$ cat src/rtl/muldiv_unit.sv
// Iterative multiply/divide unit owning the HI/LO pair: radix-2 shift-add multiply,
// restoring divide, one bit per cycle, with atomic HI/LO commit in the FIX state.
module muldiv_unit #(
    parameter int WIDTH = 32
) (
    input  logic             clk,
    input  logic             reset_n,
    input  logic             start,
    input  logic [2:0]       op,
    input  logic [WIDTH-1:0] a,
    input  logic [WIDTH-1:0] b,
    input  logic             cancel,
    output logic             busy,
    output logic             done,
    output logic             div_by_zero,
    output logic [WIDTH-1:0] hi,
    output logic [WIDTH-1:0] lo
);

    localparam int CNTW = $clog2(WIDTH) + 1;

    localparam logic [1:0] IDLE = 2'd0;
    localparam logic [1:0] CALC = 2'd1;
    localparam logic [1:0] FIX  = 2'd2;

    logic [1:0]         state;
    logic [CNTW-1:0]    cnt;
    logic               is_div;
    logic               dz_pend;
    logic               sign_q;
    logic               sign_r;
    logic [WIDTH-1:0]   mag_a;
    logic [WIDTH-1:0]   mag_b;
    logic [2*WIDTH-1:0] work;
    logic [WIDTH-1:0]   rem;

    logic               is_signed;
    logic               sa;
    logic               sb;
    logic [WIDTH-1:0]   abs_a;
    logic [WIDTH-1:0]   abs_b;
    logic [WIDTH:0]     mul_sum;
    logic [WIDTH:0]     shifted;
    logic [WIDTH:0]     diff;
    logic               fits;
    logic [2*WIDTH-1:0] prod_fix;
    logic [WIDTH-1:0]   quo_fix;
    logic [WIDTH-1:0]   rem_fix;

    // work holds {accumulator, multiplier} for multiply and the shifting dividend/quotient for divide
    always_comb begin
        is_signed = ~op[0];
        sa        = is_signed & a[WIDTH-1];
        sb        = is_signed & b[WIDTH-1];
        abs_a     = sa ? (~a + 1'b1) : a;
        abs_b     = sb ? (~b + 1'b1) : b;
        mul_sum   = {1'b0, work[2*WIDTH-1:WIDTH]} + (work[0] ? {1'b0, mag_a} : '0);
        shifted   = {rem, work[WIDTH-1]};
        diff      = shifted - {1'b0, mag_b};
        fits      = (shifted >= {1'b0, mag_b});
        prod_fix  = sign_q ? (~work + 1'b1) : work;
        quo_fix   = sign_q ? (~work[WIDTH-1:0] + 1'b1) : work[WIDTH-1:0];
        rem_fix   = sign_r ? (~rem + 1'b1) : rem;
    end

    always_ff @(posedge clk or negedge reset_n) begin
        if (!reset_n) begin
            state       <= IDLE;
            cnt         <= '0;
            is_div      <= 1'b0;
            dz_pend     <= 1'b0;
            sign_q      <= 1'b0;
            sign_r      <= 1'b0;
            mag_a       <= '0;
            mag_b       <= '0;
            work        <= '0;
            rem         <= '0;
            busy        <= 1'b0;
            done        <= 1'b0;
            div_by_zero <= 1'b0;
            hi          <= '0;
            lo          <= '0;
        end else begin
            done <= 1'b0;
            case (state)
                IDLE: begin
                    if (start && !op[2]) begin
                        busy        <= 1'b1;
                        div_by_zero <= 1'b0;
                        is_div      <= op[1];
                        sign_q      <= sa ^ sb;
                        sign_r      <= sa;
                        mag_a       <= abs_a;
                        mag_b       <= abs_b;
                        rem         <= '0;
                        dz_pend     <= 1'b0;
                        cnt         <= CNTW'(WIDTH);
                        state       <= CALC;
                        if (op[1]) begin
                            work <= {{WIDTH{1'b0}}, abs_a};
                            // Divide by zero skips iteration; keep raw a for HI
                            if (b == '0) begin
                                dz_pend <= 1'b1;
                                work    <= {{WIDTH{1'b0}}, a};
                                cnt     <= '0;
                                state   <= FIX;
                            end
                        end else begin
                            work <= {{WIDTH{1'b0}}, abs_b};
                        end
                    end else if (start && !op[1]) begin
                        if (op[0]) lo <= a;
                        else       hi <= a;
                    end
                end
                CALC: begin
                    if (cancel) begin
                        state <= IDLE;
                        busy  <= 1'b0;
                    end else begin
                        cnt <= cnt - 1'b1;
                        if (cnt == CNTW'(1)) state <= FIX;
                        if (is_div) begin
                            rem               <= fits ? diff[WIDTH-1:0] : shifted[WIDTH-1:0];
                            work[WIDTH-1:0]   <= {work[WIDTH-2:0], fits};
                        end else begin
                            work <= {mul_sum, work[WIDTH-1:1]};
                        end
                    end
                end
                FIX: begin
                    state <= IDLE;
                    busy  <= 1'b0;
                    if (!cancel) begin
                        done <= 1'b1;
                        if (dz_pend) begin
                            hi          <= work[WIDTH-1:0];
                            lo          <= '1;
                            div_by_zero <= 1'b1;
                        end else if (is_div) begin
                            hi <= rem_fix;
                            lo <= quo_fix;
                        end else begin
                            {hi, lo} <= prod_fix;
                        end
                    end
                end
                default: state <= IDLE;
            endcase
        end
    end

endmodule

$ cat config.mk
export PLATFORM = sky130hd
export DESIGN_NAME = muldiv_unit
export DESIGN_NICKNAME = d
export VERILOG_FILES = /design/src/rtl/muldiv_unit.sv
export SDC_FILE = /design/constraint.sdc
export NUM_CORES = 1
export LEC_CHECK = 0
export BUFFER_PORTS_ARGS = -buffer_cell sky130_fd_sc_hd__buf_2
export CELL_PAD_IN_SITES_DETAIL_PLACEMENT = 0
export CELL_PAD_IN_SITES_GLOBAL_PLACEMENT = 2
export CORE_MARGIN = 2
export CORE_UTILIZATION = 35
export CTS_BUF_LIST = sky130_fd_sc_hd__clkbuf_8
export CTS_CLUSTER_SIZE = 30
export DETAILED_ROUTE_END_ITERATION = 6
export PLACE_DENSITY = 0.73
export SETUP_SLACK_MARGIN = 0.15
export SYNTH_ARGS = -nofsm -noshare
export SYNTH_HDL_FRONTEND = slang
export SYNTH_SLANG_ARGS = --single-unit
$ cat constraint.sdc
create_clock -name clk -period 9.3 [get_ports clk]
set_input_delay 1.86 -clock clk [delete_from_list [all_inputs] [get_ports clk]]
set_output_delay 1.86 -clock clk [all_outputs]
set_load 0.005 [all_outputs]
==> results.txt <==
Status -> finished, final reports clean
RR Startpoint -> work[0]
Fmax -> 219 MHz
Crit-path max FO -> 5
Final setup viols -> 0
First-pass GRT wire length -> 115 mm
Hpwl dp -> 59.9 mm
Fillers -> 5,521
TritonCTS clock tree -> built
Vias post-DR -> 18,000
CTS clock-pin slew for the worst setup and hold paths -> 0.07 ns
Full die area -> 54,900 sq um
YS warnings -> 0
DRC violations left -> 0
CTS Root Cell -> clkbuf_8
GPL Wtd Cong -> 0.930
Final min period -> 4.57 ns
Worst-margin pin slew -> 1.35 ns
CTS resizes -> 0
Worst-skew pair later-pin latency -> 0.65 ns
Tot GR Track Use -> 28.6%
WL per Instance -> 25.8 um
Leading cell type in the layout, fill and taps excluded -> nand2_1
Leading area contributor after synthesis -> dfrtp_1
H-tree depth -> 2
Die width -> 234 um
Most frequent cells in the layout -> 312 x nand2_1, 271 x o21ai_0, 237 x dfrtp_1
WP data arrival -> 5.11 ns
I/O Pins -> 138
Max transition margin -> 9.32%
Critical Path End Type -> register
Pins Over Slew Limit -> 0
Final hold viol count -> 0
Max Cap Viol -> 0
Synth area leaders -> dfrtp_1 32%, o21ai_0 7.3%, nand2_1 6.4%
Setup TNS -> 0 ns
Multi-input gate area -> 11,700 sq um
Vias per inst -> 5.83
Cell area power density -> 326 nW/um^2
DP Worst Slack -> 4.15 ns
FP Rows -> 84
Post-CTS Repair Setup Buffers -> 0
Worst hold path type -> register to register
Netlist Area Pre-Place -> 18,600 sq um
CP Launch Type -> input pin
Drt initial violations -> 1,873
Worst R2R Setup Slack -> 5.35 ns
Hold Path Origin -> hi[27]
Overflow after GRT -> 0
Vias in the first global route -> 16,900
Area grow syn2layout -> 12.4%
Die Ht -> 234 um
Layout cells sized above 1 -> 12.2%
Synthesized area per cell -> 8.06 sq um
Final nets -> 2,506
Worst Skew -> 0.0251 ns
Seq/Total Area, Yosys -> 32.2%
Mapped Cells -> 2,304
Yosys cell types -> 83
Post-synth EDFFs -> 0
Post-synth top area share -> 32.2%
Clk buf depth -> 3
Top FF cell, synth -> dfrtp_1
CP Class -> input pin to register
Clk sinks -> 239
Largest net degree at the start of global routing -> 152
Post-synthesis net count -> 2,450
RSZ-0062 raised after global routing -> no
Hold-fix buffers, CTS -> 0
Final worst slack -> 4.73 ns
Initial core utilization -> 35.3%
Fin crit share -> 49.2%
Leakage -> 0.00946 uW
#FFs+latches synth -> 239
IO buf count -> 137
Crit. Startpoint -> a[0]
Routed wire length -> 79.7 mm
CP required -> 9.84 ns
Total CTS buffers -> 49
Initial antenna violation count -> 3
Number of nets with antenna violations after routing -> 0
Storage element area -> 5990 sq um
Core Area -> 52,600 sq um
Async SR Flop Fraction -> 100%
DRT Pass-1 Iters -> 6
VDD IR max -> 128 uV
cells in the mapped netlist (13+ instances only):
cell / count
xnor2_1: 116
dfrtp_1: 239
o211ai_1: 17
mux2i_1: 56
a21oi_1: 140
o21ai_0: 271
nand3_1: 29
or3_1: 28
inv_1: 83
o22ai_1: 42
a22o_1: 14
or4_1: 14
xor2_1: 105
nor2_1: 125
clkbuf_1: 136
nand2_1: 316
ha_1: 73
a21o_1: 28
and2_1: 37
a31oi_1: 23
o31ai_1: 45
nor3_1: 51
nor4_1: 14
o41ai_1: 13
nand4_1: 15
nand2b_1: 35
critical path: stages:
cell     delay (ns)
buf_2          0.18
inv_1          0.10
ha_1           0.18
or3b_2         0.53
nor4b_2        0.38
nand2_1        0.21
o41ai_2        0.65
o21ai_0        0.28
nand2_1        0.14
xor2_1         0.15
mux2i_1        0.09
a221o_1        0.34
flip-flops by register name (all words and copies together), names as in the netlist:
name,count
is_div,1
done,1
state,2
sign_r,1
rem,32
cnt,6
dz_pend,1
sign_q,1
work,64
hi,32
mag_a,32
mag_b,32
busy,1
div_by_zero,1
lo,32
power by group:
group | internal [uW] | switching (uW)
logic | 1260 | 2250
registers | 1440 | 592
clock network | 731 | 529
total | 3430 | 3370
kinds of logic after synthesis:
group | after synthesis | synth area share [%]
buffers and inverters | 241 | 5.01
muxes | 65 | 3.56
adders and majority gates | 75 | 5.13
and+or+nand+nor | 732 | 19.1
xor gates and xnor gates | 221 | 10.4
AOI/OAI and AO/OA | 731 | 24.5
DFF | 239 | 32.2
path summary, 6_finish.rpt:
path,to,cells past startpoint
max in group asynchronous,is_div,2
max,work[24],12
min,hi[27],2
min in group asynchronous,work[47],1
min reg2reg,hi[27],2
max reg2reg,work[58],13
final cells by class:
cell class	instances	share of cell area [%]
Clock buffer	65	4.29
Antenna cell	1	0.0120
Clock inverter	25	0.989
Timing Repair Buffer	162	4.29
Sequential cell	239	28.7
Inverter	84	1.51
Multi-Input combinational cell	1824	56.1
Tap cell	688	4.12
metrics by stage:
step / utilization, % / std cells / power (uW) / instance area, sq um / hold WS, ns
detailed placement: 37.6 / 2997 / 5510 / 19800 / 0.462
CTS: 39.7 / 3087 / 6790 / 20900 / 0.477
finish: 39.7 / 3088 / 6800 / 20900 / 0.469
floorplan: - / 2304 / 4140 / 18600 / 0.441
global route: 39.7 / 3087 / 7240 / 20900 / 0.488
global placement: 37.6 / 2997 / 5500 / 19800 / 0.454
routing by layer:
layer	vias up	wire [um]	GRT usage, %
li1	8379	-	-
met1	8691	35300	39.7
met2	744	34900	43.5
met3	170	6150	5.52
met4	4	3280	11.4
met5	-	23	0
(Power assumes the default switching activity.)
